--- src/rtl/alu_pkg.sv ---
// Shared ALU definitions: operation codes, operand width and requester-ID width.
package alu_pkg;

  localparam int unsigned DataW = 64;
  localparam int unsigned IdW   = 1;
  localparam int unsigned OpW   = 3;

  typedef enum logic [OpW-1:0] {
    OpAnd  = 3'b000,
    OpOr   = 3'b001,
    OpAdd  = 3'b010,
    OpSub  = 3'b011,
    OpSlt  = 3'b100,
    OpXor  = 3'b101,
    OpAddi = 3'b110,
    OpRsvd = 3'b111
  } alu_op_e;

endpackage

--- src/rtl/alu.sv ---
// Combinational 64-bit ALU; the zero flag always reflects (a - b) == 0, whatever the op.
module alu
  import alu_pkg::*;
(
  input  logic [OpW-1:0]   op_i,
  input  logic [DataW-1:0] a_i,
  input  logic [DataW-1:0] b_i,
  output logic [DataW-1:0] result_o,
  output logic             zero_o
);

  logic [DataW-1:0] diff;
  logic             lt;

  assign diff   = a_i - b_i;
  assign lt     = $signed(a_i) < $signed(b_i);
  assign zero_o = (diff == '0);

  always_comb begin
    result_o = '0;
    case (alu_op_e'(op_i))
      OpAnd:          result_o = a_i & b_i;
      OpOr:           result_o = a_i | b_i;
      OpAdd, OpAddi:  result_o = a_i + b_i;
      OpSub:          result_o = diff;
      OpSlt:          result_o = {{(DataW-1){1'b0}}, lt};
      OpXor:          result_o = a_i ^ b_i;
      default:        result_o = '0;
    endcase
  end

endmodule

--- src/rtl/alu_arbiter.sv ---
// Round-robin arbiter of two requesters onto one shared ALU, with results queued in a
// small FIFO tagged by requester ID.
module alu_arbiter
  import alu_pkg::*;
#(
  parameter int unsigned DEPTH = 2
) (
  input  logic             clk,
  input  logic             rst,
  input  logic             req0_valid,
  input  logic             req1_valid,
  output logic             req0_ready,
  output logic             req1_ready,
  input  logic [OpW-1:0]   req0_op,
  input  logic [OpW-1:0]   req1_op,
  input  logic [DataW-1:0] req0_a,
  input  logic [DataW-1:0] req0_b,
  input  logic [DataW-1:0] req1_a,
  input  logic [DataW-1:0] req1_b,
  output logic             rsp_valid,
  input  logic             rsp_ready,
  output logic [IdW-1:0]   rsp_id,
  output logic [DataW-1:0] rsp_result,
  output logic             rsp_zero
);

  localparam int unsigned PtrW = (DEPTH > 1) ? $clog2(DEPTH) : 1;
  localparam int unsigned CntW = $clog2(DEPTH + 1);

  logic [CntW-1:0]  count_q, count_d;
  logic [PtrW-1:0]  wr_ptr_q, wr_ptr_d, rd_ptr_q, rd_ptr_d;
  logic             last_q, last_d;
  logic [DataW-1:0] res_q  [DEPTH];
  logic [IdW-1:0]   id_q   [DEPTH];
  logic             zero_q [DEPTH];

  logic             can_push, push, pop;
  logic [OpW-1:0]   alu_op;
  logic [DataW-1:0] alu_a, alu_b, alu_result;
  logic             alu_zero;

  function automatic logic [PtrW-1:0] ptr_inc(input logic [PtrW-1:0] ptr);
    return (ptr == PtrW'(DEPTH - 1)) ? '0 : ptr + 1'b1;
  endfunction

  // last_q names the requester granted most recently; the other one wins a tie.
  assign can_push   = count_q < CntW'(DEPTH);
  assign req0_ready = !rst && can_push && req0_valid && (!req1_valid || last_q);
  assign req1_ready = !rst && can_push && req1_valid && (!req0_valid || !last_q);
  assign push       = req0_ready || req1_ready;
  assign rsp_valid  = (count_q != '0);
  assign pop        = rsp_valid && rsp_ready;

  assign alu_op = req1_ready ? req1_op : req0_op;
  assign alu_a  = req1_ready ? req1_a  : req0_a;
  assign alu_b  = req1_ready ? req1_b  : req0_b;

  alu u_alu (
    .op_i     (alu_op),
    .a_i      (alu_a),
    .b_i      (alu_b),
    .result_o (alu_result),
    .zero_o   (alu_zero)
  );

  assign rsp_id     = id_q[rd_ptr_q];
  assign rsp_result = res_q[rd_ptr_q];
  assign rsp_zero   = zero_q[rd_ptr_q];

  always_comb begin
    count_d  = count_q;
    wr_ptr_d = push ? ptr_inc(wr_ptr_q) : wr_ptr_q;
    rd_ptr_d = pop  ? ptr_inc(rd_ptr_q) : rd_ptr_q;
    last_d   = push ? req1_ready : last_q;
    case ({push, pop})
      2'b10:   count_d = count_q + 1'b1;
      2'b01:   count_d = count_q - 1'b1;
      default: count_d = count_q;
    endcase
  end

  always_ff @(posedge clk or posedge rst) begin
    if (rst) begin
      count_q  <= '0;
      wr_ptr_q <= '0;
      rd_ptr_q <= '0;
      last_q   <= 1'b1;
      for (int i = 0; i < int'(DEPTH); i++) begin
        res_q[i]  <= '0;
        id_q[i]   <= '0;
        zero_q[i] <= 1'b0;
      end
    end else begin
      count_q  <= count_d;
      wr_ptr_q <= wr_ptr_d;
      rd_ptr_q <= rd_ptr_d;
      last_q   <= last_d;
      if (push) begin
        res_q[wr_ptr_q]  <= alu_result;
        id_q[wr_ptr_q]   <= req1_ready;
        zero_q[wr_ptr_q] <= alu_zero;
      end
    end
  end

endmodule

--- config.mk ---
export PLATFORM = sky130hd
export DESIGN_NAME = alu_arbiter
export DESIGN_NICKNAME = d
export VERILOG_FILES = /design/src/rtl/alu_pkg.sv /design/src/rtl/alu.sv /design/src/rtl/alu_arbiter.sv
export SDC_FILE = /design/constraint.sdc
export NUM_CORES = 1
export LEC_CHECK = 0
export BUFFER_PORTS_ARGS = -buffer_cell sky130_fd_sc_hd__buf_2
export CORE_UTILIZATION = 45
export DETAILED_ROUTE_END_ITERATION = 7
export MAX_ROUTING_LAYER = met4
export PLACE_DENSITY = 0.63
export SLEW_MARGIN = 20
export SYNTH_ARGS = -nofsm -noshare
export SYNTH_HDL_FRONTEND = slang
export SYNTH_HIERARCHICAL = 1
export SYNTH_SLANG_ARGS = --single-unit
--- constraint.sdc ---
create_clock -name clk -period 9.1 [get_ports clk]
set_input_delay 0.455 -clock clk [delete_from_list [all_inputs] [get_ports clk]]
set_output_delay 0.455 -clock clk [all_outputs]
set_load 0.05 [all_outputs]
Word level (Yosys, flattened, before mapping):

Cells that the tools add are included.
Widths: inputs -> output; s select.

* register bits after elaboration: 137
* input bits: 267
* logic and storage cells: 76

* $add $sub $neg: 6
* magnitude comparators: 5
* equal/unequal tests: 8
* mux-type cells: 23
* bitwise gates (word level): 5
* reduce and logical (&&, ||, !) cells: 19

Operators by type and width (count)
* $mux 64: 6
* $pmux 64 s6: 1
* $bwmux 128: 1
* $add 64x64->64: 1
* $and 64x64->64: 1
* $demux 64 s1: 1
* $logic_not 64->1: 1
* $lt 64x64->1: 1
* $or 64x64->64: 1
* $sub 64x64->64: 1
* $xor 64x64->64: 1
* $eq 3x3->1 const B: 3
* $mux 1: 9
* $logic_and 1x1->1: 7
* $eq 3x2->1 const B: 2
* $bwmux 2: 2
* $ge 2x2->1 const B: 2
* $logic_not 1->1: 4
* $not 1->2: 2
* $pmux 2 s2: 1
* $reduce_bool 2->1: 2
* $eq 3x1->1 const B: 1
* $logic_not 3->1: 1
* $logic_or 1x1->1: 3
* other kinds (10): 11

Logic depth before layout (Yosys ltp):

Gate-level depths: netlist of the first run.

* depth in word-level cells: 9
* mapped depth: 22
* mapped depth without buffers: 19

Modules after synthesis:

The synthesis of the first run kept the hierarchy.

Modules (own cells, without submodules)
* alu: times used 1, cells an instance 1986, area an instance 12585.8 um^2, sequential area each 0.0 um^2
* alu_arbiter: times used 1, cells an instance 527, area an instance 7817.5 um^2, sequential area each 3429.5 um^2

Worst setup path after synthesis of the first run:

No wires, ideal clock.

* path type: input to register
* start: input rst
* end: register zero_q[0] (netlist name)
* library setup time: 0.065 ns
* arrival time: 4.518 ns
* required time: 9.035 ns
* path slack: 4.517 ns
* cell stages on the path: 21
* cell sequence: nor2_4 > nand3_2 > buf_6 > buf_6 > mux2_4 > inv_1 > ha_1 > clkbuf_1 > nand2b_1 > a211oi_1 > a21oi_2 > a41oi_4 > mux2_2 > nor4_1 > nand4_1 > a2111oi_2 > nand4_1 > nor4_1 > nand4_1 > nor4_2 > mux2_2

* word-level cells in the longest chain between the ends: 8

RTL lines
* start, declared: line alu_arbiter.sv:9 `input logic rst,`
* $logic_not 1->1 (no source line)
* $logic_and 1x1->1 (3 in a row): line alu_arbiter.sv:49 `assign req1_ready = !rst && can_push && req1_valid && (!req0_valid || !last_q);`
* $mux 64: line alu_arbiter.sv:56 `assign alu_b = req1_ready ? req1_b : req0_b;`
* via alu_b[4]: line alu_arbiter.sv:39 `logic [DataW-1:0] alu_a, alu_b, alu_result;`
* $sub 64x64->64: line alu.sv:15 `assign diff = a_i - b_i;`
* $logic_not 64->1: line alu.sv:17 `assign zero_o = (diff == '0);`
* via alu_zero: line alu_arbiter.sv:40 `logic alu_zero;`
* $bwmux 2: line alu_arbiter.sv:101 `zero_q[wr_ptr_q] <= alu_zero;`
* end signal, assigned by index: line alu_arbiter.sv:101
* end, declared: line alu_arbiter.sv:35 `logic zero_q [DEPTH];`

The timed path passes the listed nets, and every way through them passes these cells.
A chain may end at the register's enable or synchronous reset.

Final worst setup path of the first run:

* start: register last_q
* end: register zero_q[0] (netlist name)

* word-level cells in the longest chain between the ends: 7

RTL lines
* start, declared: line alu_arbiter.sv:32 `logic last_q, last_d;`
* start signal, assigned: line alu_arbiter.sv:97 `last_q <= last_d;`
* $logic_not 1->1: line alu_arbiter.sv:49
* $logic_or 1x1->1: line alu_arbiter.sv:49
* $logic_and 1x1->1: line alu_arbiter.sv:49
* $mux 64: line alu_arbiter.sv:55 `assign alu_a = req1_ready ? req1_a : req0_a;`
* via alu_a[27]: line alu_arbiter.sv:39
* $sub 64x64->64: line alu.sv:15
* $logic_not 64->1: line alu.sv:17
* via alu_zero: line alu_arbiter.sv:40
* $bwmux 2: line alu_arbiter.sv:101

The timed path passes the listed nets, and every way through them passes these cells.

==> impl_metrics.csv, run 1 <==
group,metric,value,unit
outcome,status,"completed",
critical_path,cp.arrival,7.58,ns
critical_path,cp-start-kind,"register",
cts,cts_tree,"yes",
routing,drt_pre_antenna_iters,5,
cts,cts_root_buffer,"clkbuf_16",
logic_synthesis,ys_async_sr_fraction,100,%
logic_synthesis,synthCells,2513,
logic_synthesis,ys_seq_area_share,16.8,%
pwr,powerDensity,279,nW/um2
logic_synthesis,synth.most_common_cell,"mux2_2",
floorplan,num_rows,77,
cts,cts_sinks,137,
logic_synthesis,yosys-top-cells-count,"244 x mux2_2, 201 x ha_1, 200 x a21oi_1",
placement,io_buffer_count,335,
cts,postCtsSetupRepairBufs,0,
logic_synthesis,yosys.area.top_type,"dfrtp_1",
sta,worst_slew_pin_slew,1.27,ns
floorplan,num_io_pins,336,
cts,cts_max_path_buffers,2,
finish,area.growth.synth_to_final,12.3,%
logic_synthesis,ys_types,99,
placement,place_congestion,1.04,
logic_synthesis,syn_area,20400,um2
logic_synthesis,ys_warn_count,6,
floorplan,die_h,215,um
sta,setup_tns,0,ns
placement,hpwl,66.8,mm
sta,hold_violations,0,
logic_synthesis,avgSynthCellArea,8.12,um2
cts,postCtsHoldBufs,0,
logic_synthesis,synth_top_area_share,16.7,%
pwr,ir_worst_vdd,0.000504,V
sta,min_period,7.23,ns
logic_synthesis,synthTopCellsByArea,"dfrtp_1 17%, mux2_2 13%, ha_1 12%",
cts,post_cts_resize_count,0,
floorplan,die_area,46200,um2
floorplan,die_w,215,um
logic_synthesis,syn_nets,2983,
sta,maxSlewHeadroom,15.2,%
critical_path,crit_required,9.45,ns
placement,placed_area,22300,um2
global_routing,grtUsageTotal,36.7,%
floorplan,core,44500,um2
worst_hold_path,hold_path.class,"in -> async",
critical_path,crit_fanout,53,
finish,drive_gt1_share,28.3,%
finish,antenna_cells,0,
global_routing,grt_first_pass_wirelength,128,mm
critical_path,endpoint_kind,"register",
global_routing,antenna_found_initial,0,
global_routing,grt_pass1_vias,20700,
routing,ant_nets,0,
routing,drtIter0Drc,2263,
cts,path_clk_slew,0.06,ns
finish,nets,3190,
routing,via_per_inst,6.40,
routing,via_count,21300,
floorplan,initial_utilization,45.8,%
sta,setup_viol,0,
routing,drc,0,
sta,clock.fmax,0.138,GHz
finish,stdcell_area,22900,um2
sta,finalCritPeriodShare,79.4,%
global_routing,grt-ovfl-total,0,
finish,postLayoutCoreUtil,51.5,%
job,max_cap_violations,0,
routing,routedWlPerCell,25.6,um
sta,grt_setup_unrepaired,"no",
routing,drt_wl_total,85.1,mm
sta,whs,0.183,ns
cts,clock_latency,0.42,ns
critical_path,critical_path_class,"reg -> reg",
pwr,p_leak,0.0107,uW
cts,numCtsBuffers,17,
sta,maxSlewViolCount,0,
logic_synthesis,ys.flop_type,"dfrtp_1",
cts,htreeDepth,4,
logic_synthesis,synth_edf_count,0,
sta,clock_skew,0.00997,ns
logic_synthesis,ys_ff_latch,137,
global_routing,grt_max_degree,88,
sequential cells by signal, indices dropped and copies added (netlist names):
register	count
last_q	1
rd_ptr_q	1
id_q	2
zero_q	2
count_q	2
wr_ptr_q	1
res_q	128
per-stage QoR:
| stage | power, uW | cells | setup WS, ns |
|---|---|---|---|
| global placement | 5530 | 3292 | 2.02 |
| finish | 6380 | 3325 | 1.87 |
| floorplan | 4310 | 2513 | 4.52 |
| global route | 6680 | 3325 | 1.58 |
| CTS | 6330 | 3325 | 2.00 |
| detailed placement | 5590 | 3293 | 1.97 |
power breakdown:
part           internal [uW]  leakage, uW  total (uW)  switching [uW]
registers                907      0.00167        1070             165
clock network            440     0.000286         709             269
logic                   1520      0.00874        4600            3080
total                   2860       0.0107        6380            3520
area by class of cell:
cell class                 count  area [um2]
tap                          592         741
multi-input combinational   1979       15400
inverter                     222         838
sequential                   137        3430
timing repair buffer         363        1890
fill                        4348       21600
clock inverter                13         169
clock buffer                  19         443
critical path: stages, from the launching register on:
cell and delay (ns):
dfstp_2 0.55, nand2_1 0.09, nand3_4 0.24, buf_4 0.69, mux2_2 0.34, inv_1 0.05, ha_1 0.81, inv_2 0.25
a21oi_1 0.39, o31ai_1 0.21, a21oi_1 0.61, o211ai_1 0.25, a21oi_1 0.72, o21ai_2 0.21, mux2i_1 0.21, a311o_1 0.33
nor4_1 0.45, nand4_1 0.17, nor4_2 0.23, mux2_2 0.22
layout by cell type (no fill, tap or decap), drive strengths merged, types with 48 or more instances in the layout:
cell type  netlist  final
buf             62    363
mux2           327    327
inv            222    224
a21oi          202    202
ha             201    201
nor2           174    174
nand2          145    145
dfrtp          136    136
o21ai          125    125
o22ai           72     72
a22oi           55     55
nor4            49     49
o31ai           48     48
worst paths after layout:
path | start | endpoint | slack (ns) | cells past startpoint
setup reg to reg | last_q | zero_q[0] | 1.87 | 19
setup / recovery | last_q | zero_q[0] | 1.87 | 19
max in group asynchronous | rst | res_q[76] | 7.70 | 3
min in group clk | req0_valid | last_q | 0.26 | 2
hold reg to reg | res_q[125] | res_q[125] | 0.48 | 1
hold / removal | rst | id_q[0] | 0.18 | 2
metal layers:
metal / global-route usage [%] / share of wire [%] / up-vias
met3: 3.85 / 6.1 / 189
met2: 61.3 / 48 / 1001
met5: - / 0 / -
met4: 17.2 / 5.6 / 0
li1: - / - / 9688
met1: 44.3 / 41 / 10400
cells by family (layout without fill, tap and decap cells):
group / after synthesis / in the layout / synth area share [%]
AND/OR/NAND/NOR: 581 / 581 / 13.9
XOR/XNOR: 42 / 42 / 1.80
adder cells (fa/ha/maj): 203 / 203 / 12.5
multiplexers: 362 / 362 / 21.1
AO/OA/AOI/OAI: 791 / 791 / 25.8
buffers and inverters: 397 / 617 / 8.03
flip-flops: 137 / 137 / 16.8
(Power assumes the default switching activity.)
==> inputs of run 2 (changes only) <==
- PLACE_DENSITY: 0.63 -> 0.66
- clock period: 9.1 -> 6.3 ns (I/O delays scaled with it)
==> run 2 against run 1 <==
  * Clock skew down 0.0029 ns
  * Cell area up 3.1%
  * Highest routed layer unchanged
  * Via count up 0.76%
  * Critical endpoint unchanged
  * Non-clock buffer count up 102
  * Hold slack worse by 0.060 ns
  * Largest cell class unchanged
==> impl_metrics.csv, run 2 (synthesized netlist as in run 1, its figures left out) <==
group,metric,value,unit
outcome,status,"completed",
critical_path,reg2regPathDepth,18,
finish,antenna_cells,0,
critical_path,crit_required,6.65,ns
cts,numCtsBuffers,17,
pwr,p_leak,0.0112,uW
routing,ant_nets,0,
finish,fillers,4370,
cts,cts_root_buffer,"clkbuf_16",
critical_path,critPathSlowestCell,"nor4_1",
sta,min_period,6.04,ns
routing,drtIter0Drc,2338,
critical_path,r2r_start,"last_q",
sta,setup_tns,0,ns
cts,clock_latency,0.42,ns
sta,clock_skew,0.00708,ns
finish,drive_gt1_share,30.9,%
pwr,p_int,4190,uW
critical_path,critical_path_class,"reg -> reg",
critical_path,cp.arrival,6.39,ns
floorplan,initial_utilization,45.8,%
floorplan,num_io_pins,336,
critical_path,crit_buf_inv,3,
pwr,seqPwrFrac,16.8,%
placement,hpwl,66.7,mm
sta,clock.fmax,0.166,GHz
floorplan,die_area,46200,um2
pwr,ir_worst_vdd,0.000452,V
floorplan,num_rows,77,
placement,placed_area,23100,um2
routing,via_per_inst,6.26,
global_routing,grt_first_pass_wirelength,126,mm
pwr,power,9260,uW
worst_hold_path,hold_path.class,"in -> async",
finish,final_cell_mix,"335 x buf_2, 243 x mux2_2, 201 x ha_1",
finish,final_common_cell,"buf_2",
cts,path_clk_slew,0.06,ns
floorplan,die_w,215,um
critical_path,crit_path_end,"zero_q[0]",
pwr,switchingPower,5070,uW
sta,worst_slew_pin_slew,1.23,ns
critical_path,path_depth,18,
sta,grt_setup_unrepaired,"no",
critical_path,path_cells,"nand2_1, nand3_4, buf_12, mux2_2, inv_1, ha_1, buf_4, nor4_1, a21oi_1, a21bo_1, a221o_1, nor4bb_1, and4b_1, nand4_1, nor4_1, nand4_1, nor4_2, mux2_2",
pwr,powerDensity,392,nW/um2
finish,largest_register_ffs,128,
placement,io_buffer_count,335,
global_routing,antenna_found_initial,0,
cts,htreeDepth,4,
critical_path,slowest_delay,0.68,ns
cts,cts_tree,"yes",
floorplan,core,44500,um2
global_routing,grtUsageTotal,36.3,%
critical_path,setup.worst_path.start,"last_q",
critical_path,rrSetupSlack,0.26,ns
finish,top_register,"res_q",
global_routing,grt-ovfl-total,0,
sta,maxSlewViolCount,0,
cts,cts_sinks,137,
critical_path,cp-start-kind,"register",
sta,finalCritPeriodShare,95.8,%
placement,post-place-ws,0.274,ns
cts,cts_max_path_buffers,2,
placement,place_congestion,1.03,
cts,postCtsSetupRepairBufs,0,
finish,stdcell_area,23600,um2
routing,via_count,21400,
pwr,switching_share,54.7,%
sta,whs,0.122,ns
global_routing,grt_pass1_vias,20700,
sta,fin_ws,0.265,ns
sta,maxSlewHeadroom,17.8,%
finish,nets,3292,
routing,routedWlPerCell,24.4,um
critical_path,crit_fanout,62,
finish,area.growth.synth_to_final,15.8,%
sta,setup_viol,0,
cts,post_cts_resize_count,0,
routing,drt_wl_total,83.7,mm
critical_path,r2r_end,"zero_q[0]",
pwr,comb_power_share,73.9,%
pwr,clockPowerShare,9.3,%
routing,drt_pre_antenna_iters,6,
sta,hold_violations,0,
critical_path,cp_top_family,"simple AND/OR/NAND/NOR gates",
job,max_cap_violations,0,
floorplan,die_h,215,um
cts,postCtsHoldBufs,0,
global_routing,grt_max_degree,71,
routing,drc,0,
critical_path,endpoint_kind,"register",
[run 2: final cells by class]
class	instances	area [um2]	share of cell area (%)
clock buffer	18	429	1.82
clock inverter	12	80.1	0.339
inverter	222	838	3.55
multi-input combinational	1979	15400	65.2
sequential	137	3430	14.5
tap	592	741	3.13
timing repair buffer	465	2720	11.5
[run 2: worst min path at each step]
stage | from | end | slack [ns]
final | rst | res_q[39] | 0.12
after global routing | req0_valid | last_q | 0.11
after floorplan | req0_valid | last_q | 0.38
after global placement | res_q[80] | res_q[80] | 0.47
after CTS | req0_valid | last_q | 0.1
after detailed placement | res_q[68] | res_q[68] | 0.47
[run 2: worst reg2reg max path: stages (launching register included)]
cell      delay (ns)
dfstp_2         0.55
nand2_1         0.09
nand3_4         0.12
buf_12          0.30
mux2_2          0.55
inv_1           0.06
ha_1            0.39
buf_4           0.28
nor4_1          0.68
a21oi_1         0.42
a21bo_1         0.28
a221o_1         0.29
nor4bb_1        0.26
and4b_1         0.25
nand4_1         0.17
nor4_1          0.47
nand4_1         0.24
nor4_2          0.37
mux2_2          0.21
[run 2: metal layers]
| layer | wire [um] | part of all wire (%) | vias up | GRT usage [%] |
|---|---|---|---|---|
| met3 | 5510 | 6.6 | 168 | 3.84 |
| met1 | 33600 | 40 | 10300 | 44.2 |
| li1 | - | - | 9890 | - |
| met4 | 4700 | 5.6 | 0 | 18.0 |
| met2 | 39900 | 48 | 1035 | 59.5 |
| met5 | 0 | 0 | - | - |
[run 2: power groups by stage]
stage          combinational, uW  clock (uW)  sequential, uW
2_1_floorplan               4760           0            1460
3_3_place_gp                6660           0            1520
3_5_place_dp                6720           0            1560
4_1_cts                     6750         881            1550
5_1_grt                     7200         919            1610
6_report                    6840         866            1560
[run 2: per-stage QoR]
stage	std cells	utilization, %
2_1_floorplan	2513	-
3_5_place_dp	3395	51.9
4_1_cts	3425	53.0
5_1_grt	3425	53.1
6_report	3425	53.1
3_3_place_gp	3395	51.9
==> inputs of run 3 (changes only) <==
- CORE_UTILIZATION: 45 -> 48
- PLACE_DENSITY: 0.66 -> 0.69
==> run 3 against run 2 <==
  * The run now ends with DRC left
  * Hold slack worse by 0.063 ns
  * Register-to-register slack better by 0.03 ns
  * Power up 3.2%
  * Via count up 1.6%
  * Critical endpoint unchanged
==> impl_metrics.csv, run 3 (synthesized netlist as in run 1, its figures left out) <==
group,metric,value,unit
finish,nets,3317,
sta,setup_tns,0,ns
sta,min_period,6.01,ns
routing,drt_pre_antenna_iters,8,
global_routing,grt_pass1_vias,21300,
finish,final_common_cell,"buf_2",
finish,largest_register_ffs,128,
finish,fillers,3856,
global_routing,grt-ovfl-total,0,
pwr,seqPwrFrac,16.5,%
routing,routedWlPerCell,25.1,um
placement,hpwl,67.8,mm
pwr,switchingPower,5110,uW
placement,io_buffer_count,335,
floorplan,die_h,208,um
pwr,clockPowerShare,11.5,%
sta,clock_skew,0.0157,ns
floorplan,die_w,208,um
routing,via_count,21800,
sta,worst_slew_pin_slew,1.22,ns
floorplan,num_io_pins,336,
pwr,p_int,4450,uW
sta,setup_viol,0,
cts,cts_max_path_buffers,3,
critical_path,slowest_delay,0.84,ns
floorplan,num_rows,75,
sta,grt_setup_unrepaired,"no",
sta,finalCritPeriodShare,95.4,%
job,max_cap_violations,0,
global_routing,antenna_found_initial,1,
critical_path,crit_required,6.70,ns
cts,htreeDepth,4,
pwr,ir_worst_vdd,0.000637,V
floorplan,initial_utilization,48.6,%
sta,clock.fmax,0.166,GHz
critical_path,critPathSlowestCell,"o31ai_1",
cts,path_clk_slew,0.05,ns
floorplan,die_area,43300,um2
pwr,powerDensity,401,nW/um2
pwr,p_leak,0.0113,uW
outcome,violations,"DRC",
routing,drc,2,
cts,cts_root_buffer,"clkbuf_16",
cts,postCtsSetupRepairBufs,0,
critical_path,endpoint_kind,"register",
routing,drt_wl_total,85.1,mm
finish,final_cell_mix,"335 x buf_2, 243 x mux2_2, 201 x ha_1",
routing,drtIter0Drc,2324,
sta,hold_violations,0,
critical_path,path_cells,"nand2_1, nand3_4, buf_12, mux2_2, inv_1, ha_1, inv_2, a21oi_1, o31ai_1, a21oi_1, buf_4, a21bo_1, a221o_1, nor4bb_1, and4b_1, nand4_1, nor4_1, nand4_1, nor4_2, mux2_2",
worst_hold_path,hold_path.class,"in -> reg",
critical_path,crit_fanout,44,
cts,clock_latency,0.46,ns
finish,area.growth.synth_to_final,16.9,%
cts,numCtsBuffers,25,
pwr,switching_share,53.5,%
pwr,comb_power_share,72.0,%
outcome,status,"finished with violations",
critical_path,cp.arrival,6.41,ns
global_routing,grt_max_degree,73,
floorplan,core,41900,um2
cts,cts_tree,"yes",
placement,place_congestion,1.03,
critical_path,cp-start-kind,"register",
finish,postLayoutCoreUtil,56.9,%
routing,via_per_inst,6.42,
sta,maxSlewViolCount,0,
global_routing,grt_first_pass_wirelength,129,mm
finish,drive_gt1_share,31.3,%
cts,cts_sinks,137,
sta,maxSlewHeadroom,17.9,%
critical_path,critical_path_class,"reg -> reg",
routing,ant_nets,0,
global_routing,grtUsageTotal,39.6,%
finish,top_register,"res_q",
==> run 3: path summary, 6_finish.rpt <==
| kind | startpoint | to | slack (ns) | cells past startpoint |
|---|---|---|---|---|
| max | last_q | zero_q[0] | 0.29 | 20 |
| min | req0_valid | last_q | 0.06 | 2 |
| max reg2reg | last_q | zero_q[0] | 0.29 | 20 |
| min reg2reg | res_q[79] | res_q[79] | 0.49 | 1 |
| max in group asynchronous | rst | res_q[71] | 4.86 | 3 |
| min in group asynchronous | rst | count_q[1] | 0.08 | 2 |
==> run 3: cell type report <==
type	instances	area (um2)	share of cell area [%]
Multi-Input combinational cell	1979	15400	64.6
Inverter	222	838	3.51
Timing Repair Buffer	482	2840	11.9
Clock buffer	27	653	2.74
Sequential cell	137	3430	14.4
Antenna cell	1	2.50	0.0105
Clock inverter	3	15.0	0.0629
Tap cell	539	674	2.83
==> run 3: power by group through the flow <==
stage	Sequential [uW]	Combinational, uW	Clock (uW)
6_report	1570	6890	1100
5_1_grt	1630	7250	1160
4_1_cts	1570	6790	1110
3_5_place_dp	1570	6740	0
3_3_place_gp	1530	6690	0
2_1_floorplan	1460	4760	0
==> run 3: worst max-delay path: cells and delay by family (launching register included) <==
family / cells / cell delay [ns]
adders and majority gates: 1 / 0.44
AOI/OAI and AO/OA: 5 / 1.65
buffers and inverters: 4 / 0.73
and+or+nand+nor: 8 / 1.88
muxes: 2 / 0.64
DFF: 1 / 0.55
==> run 3: metrics by stage <==
step	std cells	total power (uW)	hold WS [ns]	instance area, um2	setup slack (ns)
after global placement	3359	8220	0.465	23200	0.409
after global routing	3390	10000	0.0778	23900	0.0501
final	3390	9560	0.0590	23900	0.291
after detailed placement	3359	8320	0.475	23200	0.418
after CTS	3389	9470	0.0448	23800	0.370
after floorplan	2513	6220	0.378	20400	1.75
==> run 3: layer usage <==
| metal | up-vias | global-route usage, % | wire length, um |
|---|---|---|---|
| met5 | - | - | 0 |
| met4 | 0 | 23.9 | 5900 |
| met3 | 233 | 3.91 | 5960 |
| met2 | 1206 | 64.0 | 39400 |
| met1 | 10400 | 47.7 | 33700 |
| li1 | 9936 | - | - |
==> run 3: timing repair <==
action | 4_1_cts | 5_1_grt
endpoints found under the setup margin | 0 | 1
hold endpoints to repair | 0 | 0
gates resized for setup | 0 | 1
hold buffers | 0 | 0
